### src/rtl/seed_diff_pkg.sv
// Shared types and constants for the seed differencing block.
package seed_diff_pkg;

    localparam int SEED_W = 16;
    localparam logic [7:0] DROP_MAX = 8'd255;

    typedef enum logic {
        IDLE = 1'b0,
        RUN  = 1'b1
    } state_t;

endpackage

### src/rtl/seed_fifo2.sv
// Two-entry FIFO with a registered head; tolerates push and pop on the same edge.
module seed_fifo2 #(
    parameter int WIDTH = 16,
    parameter int DEPTH = 2
) (
    input  logic             clk,
    input  logic             rst,
    input  logic             push,
    input  logic             pop,
    input  logic [WIDTH-1:0] din,
    output logic             full,
    output logic             empty,
    output logic [WIDTH-1:0] head
);

    logic [1:0]       cnt;
    logic [WIDTH-1:0] tail;

    assign full  = (cnt == 2'(DEPTH));
    assign empty = (cnt == 2'd0);

    always_ff @(posedge clk or posedge rst) begin
        if (rst) begin
            cnt  <= 2'd0;
            head <= '0;
            tail <= '0;
        end else begin
            case ({push, pop})
                2'b10: if (!full) begin
                    if (empty) head <= din;
                    else       tail <= din;
                    cnt <= cnt + 2'd1;
                end
                2'b01: if (!empty) begin
                    head <= tail;
                    cnt  <= cnt - 2'd1;
                end
                2'b11: begin
                    // Pop of an empty FIFO is meaningless, so the push alone lands
                    if (empty) begin
                        head <= din;
                        cnt  <= 2'd1;
                    end else if (cnt == 2'd1) begin
                        head <= din;
                    end else begin
                        head <= tail;
                        tail <= din;
                    end
                end
                default: ;
            endcase
        end
    end

endmodule

### src/rtl/seed_diff.sv
// Recovers per-step increments from an accumulated seed stream by differencing
// consecutive samples against a reference established by a sync sample.
module seed_diff
    import seed_diff_pkg::*;
#(
    parameter int WIDTH = SEED_W,
    parameter int DEPTH = 2
) (
    input  logic             clk,
    input  logic             rst,
    input  logic             in_valid,
    output logic             in_ready,
    input  logic [WIDTH-1:0] in_z,
    input  logic             in_sync,
    output logic             out_valid,
    input  logic             out_ready,
    output logic [WIDTH-1:0] out_nseed,
    output logic [15:0]      out_cnt,
    output logic [7:0]       drop_cnt
);

    state_t           state;
    logic [WIDTH-1:0] ref_z;
    logic             full, empty;
    logic             accept, push, pop;
    logic [WIDTH-1:0] diff;

    assign in_ready  = !full;
    assign out_valid = !empty;
    assign accept    = in_valid && in_ready;
    assign pop       = out_valid && out_ready;
    assign push      = accept && !in_sync && (state == RUN);
    assign diff      = in_z - ref_z;

    seed_fifo2 #(
        .WIDTH (WIDTH),
        .DEPTH (DEPTH)
    ) u_fifo (
        .clk   (clk),
        .rst   (rst),
        .push  (push),
        .pop   (pop),
        .din   (diff),
        .full  (full),
        .empty (empty),
        .head  (out_nseed)
    );

    always_ff @(posedge clk or posedge rst) begin
        if (rst) begin
            state    <= IDLE;
            ref_z    <= '0;
            drop_cnt <= 8'd0;
        end else if (accept) begin
            if (in_sync) begin
                ref_z <= in_z;
                state <= RUN;
            end else if (state == RUN) begin
                ref_z <= in_z;
            end else if (drop_cnt != DROP_MAX) begin
                drop_cnt <= drop_cnt + 8'd1;
            end
        end
    end

    always_ff @(posedge clk or posedge rst) begin
        if (rst)      out_cnt <= 16'd0;
        else if (pop) out_cnt <= out_cnt + 16'd1;
    end

endmodule
### config.mk
export PLATFORM = sky130hd
export DESIGN_NAME = seed_diff
export DESIGN_NICKNAME = d
export VERILOG_FILES = /design/src/rtl/seed_diff_pkg.sv /design/src/rtl/seed_fifo2.sv /design/src/rtl/seed_diff.sv
export SDC_FILE = /design/constraint.sdc
export NUM_CORES = 1
export LEC_CHECK = 0
export ABC_AREA = 0
export ABC_CLOCK_PERIOD_IN_PS = 3100
export CORE_MARGIN = 4
export CORE_UTILIZATION = 46
export DETAILED_ROUTE_END_ITERATION = 8
export GPL_TIMING_DRIVEN = 0
export PLACE_DENSITY = 0.7
export SYNTH_ARGS = -nofsm -noshare
export SYNTH_HDL_FRONTEND = slang
export SYNTH_HIERARCHICAL = 1
export SYNTH_SLANG_ARGS = --single-unit
### constraint.sdc
create_clock -name clk -period 3.1 [get_ports clk]
set_input_delay 0.465 -clock clk [delete_from_list [all_inputs] [get_ports clk]]
set_output_delay 0.465 -clock clk [all_outputs]
set_load 0.005 [all_outputs]
## Word-level counts from Yosys, hierarchy flattened

Cells that the tools add are included.

| storage, ports and cells | value |
|---|---|
| flip-flop bits (word level) | 75 |
| input port bits | 21 |
| output and inout bits | 42 |
| logic and storage cells | 61 |

| operators by class | value |
|---|---|
| $add $sub $neg | 5 |
| equality and inequality tests | 13 |
| multiplexer cells | 17 |
| bitwise operators | 2 |
| reduce and logical (&&, ||, !) cells | 17 |

Operators with widths:

| kind | number |
|---|---|
| 16-bit two-way mux | 11 |
| 16-bit case mux with 3 select lines | 1 |
| 16-bit case mux with 2 select lines | 1 |
| 16-bit by 1-bit adder with 16-bit output (second input constant) | 1 |
| 16-bit subtractor | 1 |
| 4-bit AND reduction | 3 |
| 2-bit inequality test (second input constant) | 5 |
| 8-bit by 1-bit adder with 8-bit output (second input constant) | 1 |
| 8-bit inequality test (second input constant) | 1 |
| 2-bit equality test (second input constant) | 3 |
| 2-bit two-way mux | 3 |
| 2-bit case mux with 3 select lines | 1 |
| 5-bit AND reduction | 1 |
| 2-bit by 1-bit equality test with 1-bit output (second input constant) | 2 |
| 1-bit logical AND | 4 |
| 2-bit by 1-bit inequality test with 1-bit output (second input constant) | 2 |
| 2-bit AND reduction | 2 |
| 2-bit nonzero test | 2 |
| 1-bit logical NOT | 3 |
| 3-bit nonzero test | 1 |
| 2-bit by 1-bit adder with 2-bit output (second input constant) | 1 |
| 2-bit logical NOT | 1 |
| 1-bit NOT | 2 |
| 2-bit by 1-bit subtractor with 2-bit output (second input constant) | 1 |

## Longest topological paths before layout

| depth | value |
|---|---|
| word-level depth | 8 |
| gate-level depth with buffers | 10 |
| depth with buffers taken out | 10 |

## Hierarchy

Netlist, hierarchy kept.

Modules (own cells, without submodules):

| module | instances | cells each | area an instance (um^2) | sequential area each (um^2) |
|---|---|---|---|---|
| seed_diff | 1 | 268 | 2507.4 | 1026.0 |
| seed_fifo2 | 1 | 118 | 1709.1 | 850.8 |

## Least setup slack after synthesis

OpenSTA, ideal clock, no wires.

| path | value |
|---|---|
| path kind | input to register |
| from | input in_z[4] |
| to | register u_fifo.head[11] |
| setup time | 125 ps |
| data arrival time | 2313 ps |
| data required time | 2975 ps |
| setup slack | 663 ps |
| stages | 8 |
| buffers on the path | 0 |
| cell sequence | ha_1 -> a21o_1 -> a21o_1 -> a221oi_4 -> o21ai_2 -> xor2_1 -> mux2_2 -> mux2_2 |

| on the way | value |
|---|---|
| word-level cells in the longest chain between the ends | 4 |
| elaborated cells on any way between the ends | 6 |
| those cells by class | add/sub: 1; mux: 5 |

RTL lines:

| what | line | text |
|---|---|---|
| start: declaration | seed_diff.sv:13 | `input logic [WIDTH-1:0] in_z,` |
| 16-bit subtractor * | seed_diff.sv:33 | `assign diff = in_z - ref_z;` |
| net diff[11] | seed_diff.sv:26 | `logic [WIDTH-1:0] diff;` |
| 16-bit two-way mux (on tied branches) | seed_fifo2.sv:43, seed_fifo2.sv:30 |  |
| 16-bit two-way mux (on tied branches) | seed_fifo2.sv:40, seed_fifo2.sv:29 |  |
| 16-bit case mux with 3 select lines * | seed_fifo2.sv:28 | `case ({push, pop})` |
| end signal: assignment | seed_fifo2.sv:30 | `if (empty) head <= din;` |
| end signal: assignment | seed_fifo2.sv:41 | `head <= din;` |
| end signal: assignment | seed_fifo2.sv:44 | `head <= din;` |
| end: declaration | seed_fifo2.sv:13 | `output logic [WIDTH-1:0] head` |

The timed path passes the listed nets; every way through them passes the cells marked *. The select of a mux whose other input is x is not followed.
A chain may end at the register's enable or synchronous reset.

## Worst setup path after layout

| path | value |
|---|---|
| from | input in_z[0] |
| to | register u_fifo.head[10] |

Same word-level chain as after synthesis.

==> results by stage <==
Yosys:
- Yosys attributes the largest share of cell area to sky130_fd_sc_hd__dfrtp_1 45%, sky130_fd_sc_hd__mux2_2 11%, sky130_fd_sc_hd__ha_1 6.5%.
- The part of the Yosys area used for sequential elements is 44.5%.
- The number of enable flip-flop cells after synthesis is 0.
- For this run, the number of Yosys warnings is 6.
- Counting distinct cell types in the post-synthesis netlist gives 53.
- The synthesized area divided by synthesized cell count is 10.9 um^2.
- The synthesized netlist net count is 430.
- The library cell occupying the most area in the post-synthesis netlist is sky130_fd_sc_hd__dfrtp_1.
- The share of flip-flops with an asynchronous set or reset is 100%.
- The cell area after synthesis is 4220 um^2.
- The synthesis-stage register bit count is 75.
- The top cell type by area accounts for 44.5% of the synthesized area.
- Counting every instance in the synthesized netlist gives 386.
- Among all flip-flop cells after synthesis, the most frequent one is sky130_fd_sc_hd__dfrtp_1.

Power and ir drop:
- The total design power is 4.83 mW.
- The static leakage is 2.32 nW.
- Dividing total power by cell area gives a power density of 933 nW/um^2.
- IR analysis of the VDD net gives a maximum drop of 0.486 mV.

GRT:
- Entering global routing, the biggest net connects 42 pins.
- The residual overflow from global routing is 0.
- The number of global-route vias before repair is 3013.
- The first global-routing pass estimated 14400 um of wire.
- The number of antenna violations at the first check in global routing is 0.
- The global-route total usage across every layer is 16.2%.

Clocking:
- Clock latency on the worst-skew pair, taken at its later pin, is 360 ps.
- The number of clock sinks is 75.
- In this run the post-CTS setup repair buffer count came out at 0.
- The count of hold-fix buffers inserted at cts is 0.
- TritonCTS built the clock tree.
- The buffer type at the clock tree root is sky130_fd_sc_hd__clkbuf_8.
- The number of H-tree levels is 3.
- The clock buffer count from CTS is 9.
- The clock slew at the register clock pins of the worst setup and hold paths is 90 ps.
- The number of gates resized after cts is 0.
- The buffer levels on the longest clock path is 2.

Drt:
- The detail route stage leaves a number of antenna-violating nets equal to 0.
- The average via count per standard cell is 5.30.
- The final route contains 3031 vias.
- In the routed design, unresolved DRC markers number 0.
- The total iterations of the first detailed-routing run is 4.
- The overall routed net length is 8370 um.
- In this run, the number of DRC markers left after iteration 0 of detailed routing was 93.
- Dividing the detail-routed wire length by the instance count gives 14.6 um.

Finish:
- In the final layout, the share of cells above drive strength 1 is 19.4%.
- Counting the fill cells in the layout gives 778.
- The filler-free cell count of the finished design is 572.
- From synthesis to final layout, the design area changed by 22.7%.
- The number of nets in the layout is 503.
- 0 antenna diodes ended up in the layout.
- The area of the multi-input gates is 2160 um^2.
- The sequential cell area in the final layout is 1880 um^2.

Die:
- The die is 104 um wide.
- The number of placed I/O pins is 63.
- The floorplan step set the die height to 104 um.
- The die area is 10800 um^2.
- The effective utilization at floorplan is 47.9%.
- The standard-cell row count is 34.
- The core region is 8810 um^2.

Worst setup path:
- The startpoint kind of the worst setup timing path is a primary input.
- The largest single stage delay on the critical path is 490 ps.
- Traced cell by cell, the critical path runs through clkdlybuf4s50_1, inv_1, ha_1, fa_1, nor2b_1, o21bai_1, a21boi_0, o21ai_0, and2_1, mux2_2, mux2_2.
- Tracing the worst setup path back leads to its startpoint at in_z[0].
- The data arrival time at the worst-slack endpoint is 3130 ps.
- The reg-to-reg startpoint is ref_z[0]$_DFFE_PP0P_.
- The critical path contains buffers and inverters numbering 2 combined.
- By instance count, the cell type seen most on the critical path is sky130_fd_sc_hd__mux2_2.
- The highest fanout seen on the critical path is 3.
- The category of the most critical setup path is in2reg.
- STA classifies the critical path endpoint as a register.
- The data required time at the worst endpoint is 3340 ps.
- The cell type group with the largest total delay on the critical path is adder cells.
- The cell with the largest stage delay on the worst path is sky130_fd_sc_hd__clkdlybuf4s50_1.
- The minimum setup slack among reg-to-reg paths is 480 ps.

STA:
- Based on the critical path, the design can be clocked at up to 0.346 GHz.
- The post-route minimum period is 2890 ps.
- The final critical path takes up 93.4% of the cycle.
- The transition time at the pin with the least slew margin is 850 ps.
- The max-slew headroom at the worst pin is 43.3%.
- Between clock sinks in the finished design, the worst skew comes to 11.9 ps.
- Setup repair after global routing left no endpoint under its margin.
- Setup violations remaining at the end of the flow were counted as 0.
- The final count of hold timing violations is 0.
- After routing, the total negative slack on setup checks comes to 0 ps.
- The max-slew violation count was 0.

Placed design:
- In this run the tool buffered the top-level ports with 62 buffer cells.
- The placed wire-length estimate after detailed placement is 6330 um.
- After detailed placement, the design holds a cell count of 556.
- The weighted congestion at the end of routability-driven global placement is 0.808.

Status:
- The flow ran to the end, and the final reports show no timing, DRC or antenna violations.

Min path:
- The type of the tightest min-delay check is reg2reg.
- The startpoint identified for the worst hold timing path is out_cnt[15]$_DFFE_PP0P_.

Flow run:
- The number of max-cap violations is 0.
[worst reg2reg max path: cells and delay by family, from the launching register on]
| family | cells | cell delay [ps] |
|---|---|---|
| adder cells (fa/ha/maj) | 2 | 620 |
| multiplexers | 2 | 520 |
| AND/OR/NAND/NOR | 2 | 400 |
| flip-flops | 1 | 390 |
| AO/OA/AOI/OAI | 3 | 580 |
[synth_stat cells, types with 5 or more instances]
cell type,number
sky130_fd_sc_hd__o21ai_0,23
sky130_fd_sc_hd__nand3_1,10
sky130_fd_sc_hd__xnor2_1,21
sky130_fd_sc_hd__ha_1,22
sky130_fd_sc_hd__mux2_4,10
sky130_fd_sc_hd__nand4_1,8
sky130_fd_sc_hd__nor2_1,16
sky130_fd_sc_hd__mux2_2,42
sky130_fd_sc_hd__a21o_1,5
sky130_fd_sc_hd__a21oi_1,14
sky130_fd_sc_hd__nor3_1,7
sky130_fd_sc_hd__xor2_1,11
sky130_fd_sc_hd__and3_1,5
sky130_fd_sc_hd__dfrtp_1,75
sky130_fd_sc_hd__inv_1,29
sky130_fd_sc_hd__a211oi_1,5
sky130_fd_sc_hd__nand2_1,30
[cells in the final DEF (no fill, tap or decap), types with 3 or more instances in the layout]
cell type,count
sky130_fd_sc_hd__a211oi_1,5
sky130_fd_sc_hd__a21o_1,5
sky130_fd_sc_hd__a21oi_1,14
sky130_fd_sc_hd__and3_1,5
sky130_fd_sc_hd__clkbuf_1,4
sky130_fd_sc_hd__clkbuf_8,9
sky130_fd_sc_hd__clkdlybuf4s50_1,62
sky130_fd_sc_hd__dfrtp_1,75
sky130_fd_sc_hd__ha_1,22
sky130_fd_sc_hd__inv_1,27
sky130_fd_sc_hd__inv_2,3
sky130_fd_sc_hd__mux2_2,42
sky130_fd_sc_hd__mux2_4,10
sky130_fd_sc_hd__nand2_1,30
sky130_fd_sc_hd__nand3_1,10
sky130_fd_sc_hd__nand4_1,8
sky130_fd_sc_hd__nor2_1,16
sky130_fd_sc_hd__nor2b_1,3
sky130_fd_sc_hd__nor3_1,7
sky130_fd_sc_hd__o21ai_0,23
sky130_fd_sc_hd__o21ai_2,3
sky130_fd_sc_hd__xnor2_1,21
sky130_fd_sc_hd__xor2_1,11
[worst paths after layout]
check | end | cells after the start
max in group asynchronous | ref_z[15]$_DFFE_PP0P_ | 2
min in group asynchronous | u_fifo/head[0]$_DFFE_PP0P_ | 2
worst min register to register | out_cnt[15]$_DFFE_PP0P_ | 1
worst max register to register | u_fifo/head[10]$_DFFE_PP0P_ | 9
worst max-delay path | u_fifo/head[10]$_DFFE_PP0P_ | 11
worst min-delay path | out_cnt[15]$_DFFE_PP0P_ | 1
[kinds of logic after synthesis]
| family | Yosys count | synth area share [%] |
|---|---|---|
| compound gates | 66 | 10.7 |
| xor+xnor | 32 | 6.65 |
| fa+ha+maj | 23 | 7.00 |
| buf+inv | 40 | 4.15 |
| flops | 75 | 44.5 |
| mux | 54 | 15.3 |
| simple gates | 96 | 11.7 |
[report_power, final]
part,switching [mW],internal (mW)
logic,1.13,1.36
registers,0.215,1.35
clock network,0.393,0.377
total,1.74,3.09
[state kept, by name, summed over array words and instances (netlist names)]
register,flops
state,1
u_fifo/head,16
drop_cnt,8
u_fifo/cnt,2
u_fifo/tail,16
ref_z,16
out_cnt,16
[through the flow]
step	setup WS [ps]	hold WS [ps]	util, %	instance area [um^2]
2_1_floorplan	663	468	-	4220
3_3_place_gp	-161	460	56.5	4970
3_5_place_dp	-152	465	56.5	4970
4_1_cts	215	478	58.7	5170
5_1_grt	10.4	511	58.7	5170
6_report	206	469	58.7	5170
[metal layers]
metal  track usage [%]  share of wire [%]
met1              21.0                 47
met2              26.9                 48
met3              4.17                3.8
met4              4.94                1.3
met5                 0                  0
[layout make-up]
cell class              instances  area share (%)
multi-input cells             271            41.8
flip-flops and latches         75            36.3
repair buffers                 62            12.0
well taps                     108            2.61
clock buffers                   9            2.39
inverters                      30            2.18
clock inverters                 7            1.48
plain buffers                  10            1.21
Note: power is estimated with default switching activity, not from simulation.
